**config.mk**
```make
export PLATFORM = sky130hd
export DESIGN_NAME = bus_arbiter_rr_flat
export DESIGN_NICKNAME = d
export VERILOG_FILES = /design/src/rtl/bus_arbiter_rr_pkg.sv /design/src/rtl/bus_arbiter_rr_if.sv /design/src/rtl/bus_arbiter_rr_fifo.sv /design/src/rtl/bus_arbiter_rr.sv /design/src/flat_wrapper.sv
export SDC_FILE = /design/constraint.sdc
export NUM_CORES = 1
export LEC_CHECK = 0
export BUFFER_PORTS_ARGS = -buffer_cell sky130_fd_sc_hd__buf_4
export CORE_UTILIZATION = 25
export DETAILED_ROUTE_END_ITERATION = 8
export PLACE_DENSITY = 0.38
export SYNTH_ARGS = -nofsm -noshare
export SYNTH_HDL_FRONTEND = slang
export SYNTH_HIERARCHICAL = 1
export SYNTH_SLANG_ARGS = --single-unit
```
**constraint.sdc**
```tcl
create_clock -name clk -period 4.5 [get_ports clk]
set_input_delay 0.9 -clock clk [delete_from_list [all_inputs] [get_ports clk]]
set_output_delay 0.9 -clock clk [all_outputs]
set_load 0.05 [all_outputs]
```
**src/rtl/bus_arbiter_rr_pkg.sv**
```systemverilog
// Shared types, default parameters and the round-robin search helper for the
// serial bus arbiter and its split-owner table.
package bus_pkg;

    typedef enum logic [1:0] {
        IDLE,
        GNT_INIT,
        GNT_SPLIT,
        RELEASE
    } arb_state_e;

    localparam int DEF_NUM_INIT  = 2;
    localparam int DEF_NUM_SPLIT = 2;
    localparam int DEF_TIMEOUT   = 64;
    localparam int MAX_INIT      = 8;

    typedef struct packed {
        logic       found;
        logic [2:0] idx;
    } rr_pick_t;

    // First set bit of mask at or after ptr, wrapping modulo n. Scanning from the
    // largest offset down lets the smallest offset overwrite the result last.
    function automatic rr_pick_t rr_pick(input logic [MAX_INIT-1:0] mask,
                                         input logic [2:0] ptr,
                                         input int n);
        rr_pick_t r;
        int       j;
        r = '0;
        for (int k = MAX_INIT - 1; k >= 0; k--) begin
            j = (int'(ptr) + k) % n;
            if (k < n && mask[j[2:0]]) begin
                r.found = 1'b1;
                r.idx   = j[2:0];
            end
        end
        return r;
    endfunction

endpackage

```
**src/rtl/bus_arbiter_rr_if.sv**
```systemverilog
// Arbiter-side bundle: initiator requests and split/target handshakes in,
// grants, forward-path select and backward-path steering out.
interface bus_arbiter_rr_if import bus_pkg::*; #(
    parameter int NUM_INIT = DEF_NUM_INIT
);
    localparam int IDX_W = (NUM_INIT > 1) ? $clog2(NUM_INIT) : 1;

    logic [NUM_INIT-1:0] req;
    logic                split_req;
    logic                txn_done;
    logic                split_ack;
    logic [NUM_INIT-1:0] grant;
    logic                grant_split;
    logic [IDX_W-1:0]    sel;
    logic                sel_valid;
    logic [IDX_W-1:0]    return_owner;
    logic                return_owner_valid;
    logic [NUM_INIT-1:0] split_pending;
    logic                timeout;

    modport master (
        input  req, split_req, txn_done, split_ack,
        output grant, grant_split, sel, sel_valid,
               return_owner, return_owner_valid, split_pending, timeout
    );

    modport slave (
        output req, split_req, txn_done, split_ack,
        input  grant, grant_split, sel, sel_valid,
               return_owner, return_owner_valid, split_pending, timeout
    );

endinterface

```
**src/rtl/bus_arbiter_rr_fifo.sv**
```systemverilog
// Ordered table of initiators waiting on split data; the head is the owner of
// the next split return. Also reports which owners currently hold an entry.
module split_owner_fifo #(
    parameter int DEPTH  = 2,
    parameter int W      = 1,
    parameter int OWNERS = 2
) (
    input  logic              clk,
    input  logic              rst_n,
    input  logic              push,
    input  logic              pop,
    input  logic [W-1:0]      din,
    output logic [W-1:0]      head,
    output logic              empty,
    output logic              full,
    output logic [OWNERS-1:0] occupancy
);
    localparam int PW = (DEPTH > 1) ? $clog2(DEPTH) : 1;
    localparam int CW = $clog2(DEPTH + 1);

    logic [W-1:0]     mem_reg [DEPTH];
    logic [DEPTH-1:0] valid_reg;
    logic [PW-1:0]    wr_ptr_reg;
    logic [PW-1:0]    rd_ptr_reg;
    logic [CW-1:0]    count_reg;
    logic             push_ok;
    logic             pop_ok;

    assign empty   = (count_reg == '0);
    assign full    = (count_reg == CW'(DEPTH));
    assign push_ok = push && !full;
    assign pop_ok  = pop && !empty;
    assign head    = mem_reg[rd_ptr_reg];

    // Payload needs no reset: every read of it is qualified by valid_reg/empty.
    always_ff @(posedge clk) begin
        if (push_ok) begin
            mem_reg[wr_ptr_reg] <= din;
        end
    end

    always_ff @(posedge clk or negedge rst_n) begin
        if (!rst_n) begin
            valid_reg  <= '0;
            wr_ptr_reg <= '0;
            rd_ptr_reg <= '0;
            count_reg  <= '0;
        end else begin
            if (push_ok) begin
                valid_reg[wr_ptr_reg] <= 1'b1;
                wr_ptr_reg <= (wr_ptr_reg == PW'(DEPTH - 1)) ? '0 : wr_ptr_reg + PW'(1);
            end
            if (pop_ok) begin
                valid_reg[rd_ptr_reg] <= 1'b0;
                rd_ptr_reg <= (rd_ptr_reg == PW'(DEPTH - 1)) ? '0 : rd_ptr_reg + PW'(1);
            end
            if (push_ok && !pop_ok) begin
                count_reg <= count_reg + CW'(1);
            end else if (pop_ok && !push_ok) begin
                count_reg <= count_reg - CW'(1);
            end
        end
    end

    genvar gi, gs;
    generate
        for (gi = 0; gi < OWNERS; gi++) begin : g_owner
            logic [DEPTH-1:0] match;
            for (gs = 0; gs < DEPTH; gs++) begin : g_slot
                assign match[gs] = valid_reg[gs] && (mem_reg[gs] == W'(gi));
            end
            assign occupancy[gi] = |match;
        end
    endgenerate

endmodule

```
**src/rtl/bus_arbiter_rr.sv**
```systemverilog
// Round-robin arbiter for N initiators plus a split target, with registered
// one-hot grants, tenure timeout and FIFO steering of split returns.
module bus_arbiter_rr import bus_pkg::*; #(
    parameter int NUM_INIT  = DEF_NUM_INIT,
    parameter int NUM_SPLIT = DEF_NUM_SPLIT,
    parameter int TIMEOUT   = DEF_TIMEOUT,
    parameter int IDX_W     = (NUM_INIT > 1) ? $clog2(NUM_INIT) : 1
) (
    input logic              clk,
    input logic              rst_n,
    bus_arbiter_rr_if.master bus
);
    localparam int                  CNT_W   = (TIMEOUT > 1) ? $clog2(TIMEOUT) : 1;
    localparam bit                  TO_EN   = (TIMEOUT > 0);
    localparam logic [CNT_W-1:0]    TO_LAST = CNT_W'((TIMEOUT > 0) ? TIMEOUT - 1 : 0);
    localparam logic [NUM_INIT-1:0] ONE     = NUM_INIT'(1);

    arb_state_e          state_reg, state_next;
    logic [IDX_W-1:0]    rr_ptr_reg, rr_ptr_next;
    logic [NUM_INIT-1:0] grant_reg, grant_next;
    logic                grant_split_reg, grant_split_next;
    logic [IDX_W-1:0]    sel_reg, sel_next;
    logic                sel_valid_reg, sel_valid_next;
    logic                timeout_reg, timeout_next;
    logic [CNT_W-1:0]    cnt_reg, cnt_next;

    logic                push, pop;
    logic [IDX_W-1:0]    head;
    logic                empty, full;
    logic [NUM_INIT-1:0] pending;
    logic [NUM_INIT-1:0] eligible;
    logic                tenure_expired;
    rr_pick_t            pick;

    split_owner_fifo #(
        .DEPTH  (NUM_SPLIT),
        .W      (IDX_W),
        .OWNERS (NUM_INIT)
    ) u_owner_fifo (
        .clk       (clk),
        .rst_n     (rst_n),
        .push      (push),
        .pop       (pop),
        .din       (sel_reg),
        .head      (head),
        .empty     (empty),
        .full      (full),
        .occupancy (pending)
    );

    genvar gi;
    generate
        for (gi = 0; gi < NUM_INIT; gi++) begin : g_elig
            assign eligible[gi] = bus.req[gi] && !pending[gi] && !full;
        end
    endgenerate

    assign pick           = rr_pick(MAX_INIT'(eligible), 3'(rr_ptr_reg), NUM_INIT);
    assign tenure_expired = TO_EN && (cnt_reg == TO_LAST);

    always_comb begin
        state_next       = state_reg;
        rr_ptr_next      = rr_ptr_reg;
        grant_next       = grant_reg;
        grant_split_next = grant_split_reg;
        sel_next         = sel_reg;
        cnt_next         = cnt_reg + CNT_W'(1);
        push             = 1'b0;
        pop              = 1'b0;
        case (state_reg)
            IDLE: begin
                grant_next       = '0;
                grant_split_next = 1'b0;
                sel_next         = '0;
                cnt_next         = '0;
                if (bus.split_req && !empty) begin
                    state_next       = GNT_SPLIT;
                    grant_split_next = 1'b1;
                end else if (pick.found) begin
                    state_next  = GNT_INIT;
                    grant_next  = ONE << pick.idx;
                    sel_next    = IDX_W'(pick.idx);
                    rr_ptr_next = IDX_W'((int'(pick.idx) + 1) % NUM_INIT);
                end
            end
            GNT_INIT: begin
                if (bus.split_ack || bus.txn_done || !bus.req[sel_reg] || tenure_expired) begin
                    state_next = RELEASE;
                    grant_next = '0;
                    sel_next   = '0;
                    push       = bus.split_ack;
                end
            end
            GNT_SPLIT: begin
                // A timed-out split return still consumes its table entry.
                if (bus.txn_done || tenure_expired) begin
                    state_next       = RELEASE;
                    grant_split_next = 1'b0;
                    pop              = 1'b1;
                end
            end
            default: begin
                state_next       = IDLE;
                grant_next       = '0;
                grant_split_next = 1'b0;
                sel_next         = '0;
                cnt_next         = '0;
            end
        endcase
        sel_valid_next = |grant_next;
        // Registered pulse lands in the last granted cycle, alongside the release decision.
        timeout_next = TO_EN && (state_next == GNT_INIT || state_next == GNT_SPLIT)
                       && (cnt_next == TO_LAST);
    end

    always_ff @(posedge clk or negedge rst_n) begin
        if (!rst_n) begin
            state_reg       <= IDLE;
            rr_ptr_reg      <= '0;
            grant_reg       <= '0;
            grant_split_reg <= 1'b0;
            sel_reg         <= '0;
            sel_valid_reg   <= 1'b0;
            timeout_reg     <= 1'b0;
            cnt_reg         <= '0;
        end else begin
            state_reg       <= state_next;
            rr_ptr_reg      <= rr_ptr_next;
            grant_reg       <= grant_next;
            grant_split_reg <= grant_split_next;
            sel_reg         <= sel_next;
            sel_valid_reg   <= sel_valid_next;
            timeout_reg     <= timeout_next;
            cnt_reg         <= cnt_next;
        end
    end

    assign bus.grant              = grant_reg;
    assign bus.grant_split        = grant_split_reg;
    assign bus.sel                = sel_reg;
    assign bus.sel_valid          = sel_valid_reg;
    assign bus.timeout            = timeout_reg;
    assign bus.return_owner_valid = grant_split_reg && !empty;
    assign bus.return_owner       = (grant_split_reg && !empty) ? head : '0;
    assign bus.split_pending      = pending;

endmodule

```
**src/flat_wrapper.sv**
```systemverilog
// flat-port wrapper written by rule: the top's interface ports become plain ports
module bus_arbiter_rr_flat import bus_pkg::*;
#(
    parameter int NUM_INIT  = DEF_NUM_INIT,
    parameter int NUM_SPLIT = DEF_NUM_SPLIT,
    parameter int TIMEOUT   = DEF_TIMEOUT,
    parameter int IDX_W     = (NUM_INIT > 1) ? $clog2(NUM_INIT) : 1
)
  (clk, rst_n, bus_req, bus_split_req, bus_txn_done, bus_split_ack, bus_grant, bus_grant_split, bus_sel, bus_sel_valid, bus_return_owner, bus_return_owner_valid, bus_split_pending, bus_timeout);
  bus_arbiter_rr_if #(.NUM_INIT(NUM_INIT)) bus_i ();
  input logic clk;
  input logic rst_n;
  input wire logic [$bits(bus_i.req)-1:0] bus_req;
  input wire logic [$bits(bus_i.split_req)-1:0] bus_split_req;
  input wire logic [$bits(bus_i.txn_done)-1:0] bus_txn_done;
  input wire logic [$bits(bus_i.split_ack)-1:0] bus_split_ack;
  output wire logic [$bits(bus_i.grant)-1:0] bus_grant;
  output wire logic [$bits(bus_i.grant_split)-1:0] bus_grant_split;
  output wire logic [$bits(bus_i.sel)-1:0] bus_sel;
  output wire logic [$bits(bus_i.sel_valid)-1:0] bus_sel_valid;
  output wire logic [$bits(bus_i.return_owner)-1:0] bus_return_owner;
  output wire logic [$bits(bus_i.return_owner_valid)-1:0] bus_return_owner_valid;
  output wire logic [$bits(bus_i.split_pending)-1:0] bus_split_pending;
  output wire logic [$bits(bus_i.timeout)-1:0] bus_timeout;
  assign bus_i.req = bus_req;
  assign bus_i.split_req = bus_split_req;
  assign bus_i.txn_done = bus_txn_done;
  assign bus_i.split_ack = bus_split_ack;
  assign bus_grant = bus_i.grant;
  assign bus_grant_split = bus_i.grant_split;
  assign bus_sel = bus_i.sel;
  assign bus_sel_valid = bus_i.sel_valid;
  assign bus_return_owner = bus_i.return_owner;
  assign bus_return_owner_valid = bus_i.return_owner_valid;
  assign bus_split_pending = bus_i.split_pending;
  assign bus_timeout = bus_i.timeout;
  bus_arbiter_rr #(.NUM_INIT(NUM_INIT), .NUM_SPLIT(NUM_SPLIT), .TIMEOUT(TIMEOUT), .IDX_W(IDX_W)) u_core (.clk(clk), .rst_n(rst_n), .bus(bus_i));
endmodule
```
Yosys cells after proc, flatten, opt, wreduce, memory -nomap -nowiden
Memory sizes are Yosys's and may differ from the RTL's.
Index checks and enable logic that the tools add are counted.
{"block": "totals", "regBits": 21, "latch_bits": 0, "ramBits": 2, "romBits": 0, "input_bits": 7, "output_inout_bits": 10, "elab_cells": 127, "mem_count": 1}
{"name": "u_core.u_owner_fifo.mem_reg", "words": 2, "word_bits": 1, "read_ports": 3, "rd_ports_with_merged_regs": 0, "wr": 1, "line": "bus_arbiter_rr_fifo.sv:21", "source": "logic [W-1:0] mem_reg [DEPTH];"}
{"block": "op_classes", "add_sub_neg": 7, "mul": 0, "div_mod_pow": 0, "magnitude_cmp": 7, "eq_ne": 9, "n_shift": 1, "mux": 42, "bitwise_logic": 9, "reduce_logical": 39}
{"cell": "2-bit 2-to-1 mux", "n": 11}
{"cell": "1-bit 2-to-1 mux", "n": 21}
{"cell": "1-bit logical AND", "n": 17}
{"cell": "6-bit equality test (second input constant)", "n": 2}
{"cell": "2-bit case mux with 3 select lines", "n": 2}
{"cell": "4-bit 2-to-1 mux", "n": 2}
{"cell": "2-bit OR reduction", "n": 4}
{"cell": "1-bit zero test", "n": 7}
{"cell": "6-bit by 1-bit adder with 6-bit output (second input constant)", "n": 1}
{"cell": "2-bit equality test (second input constant)", "n": 3}
{"cell": "1-bit by 2-bit < comparator with 1-bit output (second input constant)", "n": 3}
{"cell": "6-bit 2-to-1 mux", "n": 1}
{"cell": "1-bit case mux with 3 select lines", "n": 2}
{"cell": "1-bit logical OR", "n": 5}
{"cell": "1-bit inverter", "n": 5}
{"cell": "1-bit adder (second input constant)", "n": 4}
{"cell": "2-bit by 1-bit equality test with 1-bit output (second input constant)", "n": 2}
{"cell": "2-bit zero test", "n": 2}
{"cell": "1-bit by 4-bit < comparator with 1-bit output (second input constant)", "n": 1}
{"cell": "3-bit by 4-bit < comparator with 1-bit output (second input constant)", "n": 1}
{"cell": "2-bit by 1-bit != test with 1-bit output (second input constant)", "n": 2}
{"cell": "2-bit AND reduction", "n": 2}
{"cell": "3-bit AND reduction", "n": 1}
{"cell": "1-bit by 3-bit << shifter with 2-bit output (first input constant)", "n": 1}
{"cell": "10 further kinds", "n": 12}

Logic depth before layout (Yosys ltp)
Gate-level depths: netlist (run 1).
{"block": "logic_depth", "ltp_word": 16, "mapped_depth": 9, "ltp_nobuf": 9}

Hierarchy
Netlist (run 1), hierarchy kept.
{"module": "bus_arbiter_rr", "n_inst": 1, "cells_per_inst": 85, "area_each_um2": 889.6, "seq_area_each_um2": 375.4}
{"module": "split_owner_fifo", "n_inst": 1, "cells_per_inst": 30, "area_each_um2": 377.9, "seq_area_each_um2": 210.2}

Least setup slack after synthesis (run 1)
OpenSTA, ideal clock, no wires.
{"block": "synth_path", "path_kind": "register -> output", "start": "register u_core.grant_split_reg (netlist: u_core/bus.grant_split)", "end": "output port bus_return_owner", "arrival_time_ns": 1.935, "required_time_ns": 3.600, "setup_slack_ns": 1.665, "stages_incl_launch_ff": 4, "path_buffers": 0, "cell_sequence": "dfrtp_1 -> inv_1 -> nor2_1 -> and2_1"}
{"block": "synth_via", "elab_chain_cells": 2}
{"item": "from (decl)", "line": "bus_arbiter_rr.sv:21", "source": "logic grant_split_reg, grant_split_next;"}
{"item": "from (signal assigned)", "line": "bus_arbiter_rr.sv:130", "source": "grant_split_reg <= grant_split_next;"}
{"item": "1-bit logical AND"}
{"item": "via bus_return_owner_valid", "line": "flat_wrapper.sv:22", "source": "output wire logic [$bits(bus_i.return_owner_valid)-1:0] bus_return_owner_valid;"}
{"item": "1-bit 2-to-1 mux", "line": "bus_arbiter_rr.sv:144", "source": "assign bus.return_owner = (grant_split_reg && !empty) ? head : '0;"}
{"item": "to (decl)", "line": "flat_wrapper.sv:21", "source": "output wire logic [$bits(bus_i.return_owner)-1:0] bus_return_owner;"}
The timed path passes the listed nets, and every way through them passes these cells.

Worst setup path in the final report (run 1)
{"block": "layout_path", "start": "register u_core.u_owner_fifo.rd_ptr_reg", "end": "output port bus_return_owner"}
{"block": "layout_via", "elab_chain_cells": 2}
{"item": "from (decl)", "line": "bus_arbiter_rr_fifo.sv:24", "source": "logic [PW-1:0] rd_ptr_reg;"}
{"item": "from (signal assigned)", "line": "bus_arbiter_rr_fifo.sv:55", "source": "rd_ptr_reg <= (rd_ptr_reg == PW'(DEPTH - 1)) ? '0 : rd_ptr_reg + PW'(1);"}
{"item": "memory read 2 x 1 bit"}
{"item": "via u_core.head", "line": "bus_arbiter_rr.sv:28", "source": "logic [IDX_W-1:0] head;"}
{"item": "1-bit 2-to-1 mux", "line": "bus_arbiter_rr.sv:144"}
The timed path passes the listed nets, and every way through them passes these cells.

==> reports/metrics.json, run 1 <==
{
  "status": {
    "outcome": "finished clean"
  },
  "drt": {
    "first_iter_violations": 17,
    "postRouteWirelength_mm": 2.56,
    "route.vias.total": 880,
    "routed_wire_length_per_instance_um": 12.7,
    "route.antenna.remaining_nets": 0,
    "vias_per_cell": 4.36,
    "detail_route.first_pass.iterations": 2,
    "post-route-drc-count": 0
  },
  "yosys": {
    "post_synth.cell_area_avg_um2": 11.0,
    "yosys.area.top_type_share_pct": 41.5,
    "synth.largest_area_cell": "sky130_fd_sc_hd__dfrtp_1",
    "synthesis.area_um2": 1270,
    "synth-async-reset-ratio_pct": 91.3,
    "yosys_warnings": 6,
    "synth.lib_cells_used.distinct": 43,
    "synth_enable_flop_cells": 2,
    "postSynth.topFlopCell": "sky130_fd_sc_hd__dfrtp_1",
    "netlist_instances": 115,
    "synth_nets": 130,
    "yosys-top-cells-area": "sky130_fd_sc_hd__dfrtp_1, sky130_fd_sc_hd__ha_1, sky130_fd_sc_hd__edfxtp_1",
    "synth_register_bits": 23,
    "synth_seq_area_share_pct": 46.2,
    "yosys-top-cells-count": "sky130_fd_sc_hd__dfrtp_1, sky130_fd_sc_hd__ha_1, sky130_fd_sc_hd__nor2_1",
    "synth.most_common_cell": "sky130_fd_sc_hd__dfrtp_1"
  },
  "layout": {
    "largest_reg_flops": 6,
    "layout.cell_area.non_filler_um2": 1520,
    "layout.nets": 151,
    "drive_gt1_share_pct": 22.2,
    "antenna_cells_inserted": 0,
    "fillers": 490,
    "final-seq-area_um2": 586,
    "multi_input_comb_area_um2": 648,
    "area_growth_synth_to_finish_pct": 19.6
  },
  "pwr": {
    "power.leakage_nw": 0.690,
    "p_total_w": 0.00101,
    "power.density_nw_per_um2": 667,
    "max_vdd_drop_mv": 0.129
  },
  "global_routing": {
    "grt.overflow.total": 0,
    "grt_max_degree": 22,
    "grt.total_usage_pct": 11.2,
    "first_global_vias": 937,
    "grt_pass1_wl_mm": 4.46,
    "antenna_found_initial": 0
  },
  "clocking": {
    "cts_tree": "built",
    "post-cts-setup-buffers": 0,
    "clock_latency_of_the_later_clocked_register_in_the_worst_skew_pair_ns": 0.26,
    "postCtsResizedCells": 0,
    "cts_made_buffers": 3,
    "cts_sinks": 23,
    "clk_transition_reported_paths_ns": 0.08,
    "clk_root_buffer_cell": "sky130_fd_sc_hd__clkbuf_8",
    "max-clock-path-buffers": 2,
    "cts-hold-fix-buffers": 0,
    "ctsHtreeMaxLevel": 1
  },
  "timing": {
    "hold_fails_final_rpt": 0,
    "post-route-worst-setup-slack_ns": 2.26,
    "max_freq_ghz": 0.446,
    "worst_slew_margin_rel_pct": 59.1,
    "final.min_clock_period_ns": 2.24,
    "totalNegativeSetupSlack_ns": 0,
    "fin_worst_skew_ns": 0.00508,
    "timing_max_transition_violations_final": 0,
    "timing.hold.ws_ns": 0.502,
    "number_of_failing_setup_endpoints_in_the_final_timing_report": 0,
    "finalCritPeriodShare_pct": 49.8,
    "grt_setup_unrepaired": "no",
    "worst_pin_slew_ns": 0.606
  },
  "critical_path": {
    "regToRegStartpoint": "u_core/cnt_reg[0]$_DFF_PN0_",
    "reg2reg_depth": 9,
    "r2r-end": "u_core/u_owner_fifo/count_reg[1]$_DFFE_PN0P_",
    "worst_setup_path_startpoint": "u_core/u_owner_fifo/rd_ptr_reg$_DFFE_PN0P_",
    "endpoint_kind": "output pin",
    "crit_path_cell_trace": "mux2_2 -> and2_1 -> buf_4",
    "path_max_fanout": 4,
    "cp_data_arrival_time_ns": 1.34,
    "setup.worst_path.start_class": "flip-flop",
    "crit_slowest_cell": "sky130_fd_sc_hd__dfrtp_1",
    "slowest_stage_delay_cp_ns": 0.41,
    "critPathKind": "flip-flop to output pin",
    "critPathRequiredTime_ns": 3.60,
    "crit_end": "bus_return_owner",
    "reg2reg_setup_slack_ns": 2.36
  },
  "placement": {
    "postPlaceCellArea_um2": 1470,
    "worst_case_setup_slack_after_placement_ns": 2.32,
    "io_buffers": 16,
    "place_hpwl_mm": 2.07,
    "gpl.final_weighted_congestion": 0.752
  },
  "floorplan": {
    "start_util_pct": 26.5,
    "dieHeight_um": 73.2,
    "die_area_um2": 5360,
    "num_rows": 25,
    "fp.dieW_um": 73.2,
    "fp.coreArea_um2": 4790,
    "io_pins": 17
  },
  "hold_path": {
    "hp-start": "u_core/rr_ptr_reg$_DFFE_PN0P_",
    "worstHoldPathType": "flip-flop to flip-flop"
  },
  "flow_run": {
    "max-cap-violations": 0
  }
}
## through the flow
stage | cells | util, %
after floorplan | 115 | -
after global placement | 198 | 30.7
after detailed placement | 198 | 30.7
after CTS | 202 | 31.7
after global routing | 202 | 31.7
final | 202 | 31.7
## layout by cell type (no fill, tap or decap), types with 2 or more instances in the layout
cell type                  netlist  final
sky130_fd_sc_hd__nand3_1         3      3
sky130_fd_sc_hd__mux2i_1         2      2
sky130_fd_sc_hd__nand2_1         5      5
sky130_fd_sc_hd__a21oi_1         7      7
sky130_fd_sc_hd__inv_2           2      2
sky130_fd_sc_hd__and3_1          2      2
sky130_fd_sc_hd__and2_1          7      7
sky130_fd_sc_hd__xnor2_1         4      4
sky130_fd_sc_hd__ha_1            8      8
sky130_fd_sc_hd__o21bai_1        2      2
sky130_fd_sc_hd__a211o_1         2      2
sky130_fd_sc_hd__o21ai_1         2      2
sky130_fd_sc_hd__inv_1           7      7
sky130_fd_sc_hd__edfxtp_1        2      2
sky130_fd_sc_hd__xor2_1          4      4
sky130_fd_sc_hd__clkbuf_8        0      3
sky130_fd_sc_hd__o21a_1          2      2
sky130_fd_sc_hd__buf_4           0     16
sky130_fd_sc_hd__dfrtp_1        21     21
sky130_fd_sc_hd__nor2_1          8      8
## report_power, final
part | switching (W) | internal [W]
Sequential | 0.0000741 | 0.000282
Clock | 0.0000646 | 0.0000632
Combinational | 0.000311 | 0.000218
Total | 0.000449 | 0.000563
## critical path, delay by kind of cell (launching register included)
kind	cells	cell delay, ns
DFF	1	0.41
and+or+nand+nor	1	0.14
muxes	1	0.35
buffers and inverters	1	0.18
## final cells by class
class                      instances  area share [%]
clock buffer                       4            2.97
inverter                           9            2.23
sequential                        23            38.6
tap                               67            5.53
multi-input combinational         83            42.7
timing repair buffer              16            7.92
## kinds of logic (layout without fill, tap and decap cells)
logic type,Yosys count,in the layout,synth area share (%)
and+or+nand+nor,36,36,17.4
AOI/OAI and AO/OA,28,28,17.9
DFF,23,23,46.2
buffers and inverters,9,29,2.67
adders and majority gates,8,8,7.90
xor gates and xnor gates,8,8,5.53
muxes,3,3,2.47
## metal layers
layer	up-vias	global-route usage (%)	routed length, um
met1	420	13.5	1190
met2	13	18.7	1220
li1	442	-	-
met3	5	2.21	96
met4	0	5.88	53
met5	-	0	0
## worst min path at each step
stage	to	slack, ns	depth (start not counted)
floorplan	u_core/rr_ptr_reg$_DFFE_PN0P_	0.46	1
detailed placement	u_core/rr_ptr_reg$_DFFE_PN0P_	0.49	1
global placement	u_core/rr_ptr_reg$_DFFE_PN0P_	0.48	1
global route	u_core/u_owner_fifo/valid_reg[1]$_DFF_PN0_	0.52	1
CTS	u_core/rr_ptr_reg$_DFFE_PN0P_	0.51	1
finish	u_core/rr_ptr_reg$_DFFE_PN0P_	0.50	1
Power figures use the tool's default switching activity.
==> inputs of run 2 (changes only) <==
- PLACE_DENSITY: 0.38 -> 0.4
- clock period: 4.5 -> 2 ns (I/O delays scaled with it)
==> reports/metrics.json, run 2 (synthesis gave the netlist of run 1 again) <==
{
  "status": {
    "outcome": "finished clean"
  },
  "clocking": {
    "ctsHtreeMaxLevel": {"value": 1, "change": "unchanged"},
    "cts_sinks": {"value": 23, "change": "unchanged"},
    "max-clock-path-buffers": {"value": 2, "change": "unchanged"},
    "clk_transition_reported_paths": {"value": 0.09, "unit": "ns", "change": "about the same"},
    "clk_root_buffer_cell": "sky130_fd_sc_hd__clkbuf_8",
    "cts_made_buffers": {"value": 3, "change": "unchanged"},
    "cts-hold-fix-buffers": {"value": 0, "change": "unchanged"},
    "clock_latency_of_the_later_clocked_register_in_the_worst_skew_pair": {"value": 0.26, "unit": "ns", "change": "about the same"},
    "cts_tree": "built"
  },
  "placement": {
    "postPlaceCellArea": {"value": 1510, "unit": "um^2", "change": "+2.7%"},
    "gpl.final_weighted_congestion": {"value": 0.775, "change": "+3.1%"},
    "io_buffers": {"value": 16, "change": "unchanged"},
    "place_hpwl": {"value": 2.04, "unit": "mm", "change": "-1.2%"},
    "worst_case_setup_slack_after_placement": {"value": 0.0359, "unit": "ns", "change": "-2.28 ns"}
  },
  "flow_run": {
    "max-cap-violations": {"value": 0, "change": "unchanged"}
  },
  "floorplan": {
    "die_area": {"value": 5360, "unit": "um^2", "change": "unchanged"},
    "dieHeight": {"value": 73.2, "unit": "um", "change": "unchanged"},
    "io_pins": {"value": 17, "change": "unchanged"},
    "start_util": {"value": 26.5, "unit": "%", "change": "unchanged"},
    "fp.dieW": {"value": 73.2, "unit": "um", "change": "unchanged"},
    "fp.coreArea": {"value": 4790, "unit": "um^2", "change": "unchanged"},
    "num_rows": {"value": 25, "change": "unchanged"}
  },
  "layout": {
    "final_util": {"value": 32.9, "unit": "%", "change": "+1.3 points"},
    "antenna_cells_inserted": {"value": 0, "change": "unchanged"},
    "final_common_cell": "sky130_fd_sc_hd__buf_4",
    "largest_reg_flops": {"value": 6, "change": "unchanged"},
    "layout.nets": {"value": 157, "change": "+4.0%"},
    "fillers": {"value": 520, "change": "+6.1%"},
    "layout_common_cells": "sky130_fd_sc_hd__buf_4, sky130_fd_sc_hd__dfrtp_1, sky130_fd_sc_hd__ha_1",
    "drive_gt1_share": {"value": 27.7, "unit": "%", "change": "+5.4 points"},
    "area_growth_synth_to_finish_pct": 24.4,
    "layout.cell_area.non_filler": {"value": 1580, "unit": "um^2", "change": "+4.0%"}
  },
  "hold_path": {
    "worstHoldPathType": "input pin to asynchronous set/reset pin"
  },
  "drt": {
    "detail_route.first_pass.iterations": {"value": 4, "change": "+2"},
    "route.vias.total": {"value": 925, "change": "+5.1%"},
    "first_iter_violations": {"value": 29, "change": "+12"},
    "post-route-drc-count": {"value": 0, "change": "unchanged"},
    "postRouteWirelength": {"value": 2.65, "unit": "mm", "change": "+3.8%"},
    "vias_per_cell": {"value": 4.45, "change": "+2.1%"},
    "route.antenna.remaining_nets": {"value": 0, "change": "unchanged"},
    "routed_wire_length_per_instance": {"value": 12.8, "unit": "um", "change": "+0.80%"}
  },
  "critical_path": {
    "setup.worst_path.start_class": "flip-flop",
    "r2r-end": "u_core/bus.grant[1]$_DFF_PN0_",
    "reg2reg_setup_slack": {"value": 0.14, "unit": "ns", "change": "-2.22 ns"},
    "path_max_fanout": {"value": 3, "change": "-1"},
    "reg2reg_depth": {"value": 6, "change": "-3"},
    "crit_slowest_cell": "sky130_fd_sc_hd__edfxtp_1",
    "cp_data_arrival_time": {"value": 2.05, "unit": "ns", "change": "+0.71 ns"},
    "slowest_stage_delay_cp": {"value": 0.43, "unit": "ns", "change": "+0.02 ns"},
    "regToRegStartpoint": "u_core/u_owner_fifo/mem_reg[0]$_DFFE_PP_",
    "endpoint_kind": "flip-flop",
    "critPathKind": "flip-flop to flip-flop",
    "critPathRequiredTime": {"value": 2.19, "unit": "ns", "change": "-1.41 ns"},
    "crit_path_cell_trace": "a22o_1 -> nand2b_1 -> a2111oi_4 -> inv_1 -> or2_1 -> a21oi_1"
  },
  "global_routing": {
    "grt_max_degree": {"value": 22, "change": "unchanged"},
    "grt.total_usage": {"value": 11.6, "unit": "%", "change": "+0.38 points"},
    "grt.overflow.total": {"value": 0, "change": "unchanged"},
    "antenna_found_initial": {"value": 0, "change": "unchanged"},
    "first_global_vias": {"value": 949, "change": "+1.3%"},
    "grt_pass1_wl": {"value": 4.55, "unit": "mm", "change": "+2.0%"}
  },
  "timing": {
    "max_freq_ghz": 0.536,
    "post-route-worst-setup-slack": {"value": 0.136, "unit": "ns", "change": "-2.12 ns"},
    "hold_fails_final_rpt": {"value": 0, "change": "unchanged"},
    "totalNegativeSetupSlack": {"value": 0, "unit": "ns", "change": "unchanged"},
    "fin_worst_skew": {"value": 0.00363, "unit": "ns", "change": "-0.00145 ns"},
    "number_of_failing_setup_endpoints_in_the_final_timing_report": {"value": 0, "change": "unchanged"},
    "final.min_clock_period_ns": 1.86,
    "finalCritPeriodShare_pct": 93.2,
    "worst_pin_slew": {"value": 0.343, "unit": "ns", "change": "-0.263 ns"},
    "worst_slew_margin_rel": {"value": 76.9, "unit": "%", "change": "+18 points"},
    "timing_max_transition_violations_final": {"value": 0, "change": "unchanged"}
  },
  "pwr": {
    "max_vdd_drop": {"value": 0.433, "unit": "mV", "change": "+240%"},
    "power.leakage": {"value": 0.723, "unit": "nW", "change": "+4.7%"},
    "power.density": {"value": 1490, "unit": "nW/um^2", "change": "+120%"},
    "p_total": {"value": 0.00234, "unit": "W", "change": "+130%"}
  }
}
run 2: changes by cell type in the layout (fill, tap and decap cells not counted):
cell,change
sky130_fd_sc_hd__and2_1,-1
sky130_fd_sc_hd__and2_2,+1
sky130_fd_sc_hd__buf_4,+6
sky130_fd_sc_hd__nor2_1,-1
sky130_fd_sc_hd__nor2_4,+1
sky130_fd_sc_hd__o22ai_1,-1
sky130_fd_sc_hd__o22ai_2,+1
run 2: per-stage QoR:
stage / hold slack [ns] / cells
6_report: 0.0126 / 208
3_3_place_gp: 0.310 / 202
2_1_floorplan: 0.104 / 115
5_1_grt: 0.0190 / 208
3_5_place_dp: 0.318 / 202
4_1_cts: 0.0193 / 206
run 2: report_power, final:
| part | switching [W] | leakage, nW | internal (W) |
|---|---|---|---|
| clock network | 0.000153 | 0.0228 | 0.000142 |
| logic | 0.000721 | 0.412 | 0.000537 |
| registers | 0.000158 | 0.288 | 0.000634 |
| total | 0.00103 | 0.723 | 0.00131 |
run 2: cell type report:
type	count	area [um^2]	share of cell area (%)
Multi-Input combinational cell	83	663	42.1
Sequential cell	23	586	37.1
Timing Repair Buffer	22	165	10.5
Tap cell	67	83.8	5.32
Clock buffer	4	45.0	2.86
Inverter	9	33.8	2.14
run 2: timing repair:
action / in CTS / in global routing
buffers inserted: 0 / 2
pin swaps: 0 / 1
resized for setup: 1 / 0
setup endpoints to repair: 1 / 1
run 2: metal layers:
metal	share of wire [%]	wire length [um]	global-route usage [%]	vias up
li1	-	-	-	455
met1	47	1240	14.5	455
met2	49	1300	18.8	11
met3	2.8	75	2.21	4
met4	1.5	40	5.88	0
met5	0	0	0	-
run 2: worst max path at each step:
stage               cells past startpoint                                            to  slack [ns]                                startpoint
floorplan                               6                  u_core/bus.timeout$_DFF_PN0_       -0.06  u_core/u_owner_fifo/mem_reg[0]$_DFFE_PP_
global placement                        9  u_core/u_owner_fifo/count_reg[1]$_DFFE_PN0P_        0.14               u_core/cnt_reg[0]$_DFF_PN0_
detailed placement                      9  u_core/u_owner_fifo/count_reg[1]$_DFFE_PN0P_        0.04               u_core/cnt_reg[0]$_DFF_PN0_
global route                            9  u_core/u_owner_fifo/count_reg[1]$_DFFE_PN0P_     -0.0008               u_core/cnt_reg[0]$_DFF_PN0_
CTS                                     9  u_core/u_owner_fifo/count_reg[1]$_DFFE_PN0P_        0.04               u_core/cnt_reg[0]$_DFF_PN0_
finish                                  6                 u_core/bus.grant[1]$_DFF_PN0_        0.14  u_core/u_owner_fifo/mem_reg[0]$_DFFE_PP_
run 2: worst max-delay path, delay by kind of cell (launching register included):
kind                   cells  cell delay (ns)
AO/OA/AOI/OAI              3             0.78
AND/OR/NAND/NOR            2             0.49
flip-flops                 1             0.43
buffers and inverters      1             0.09
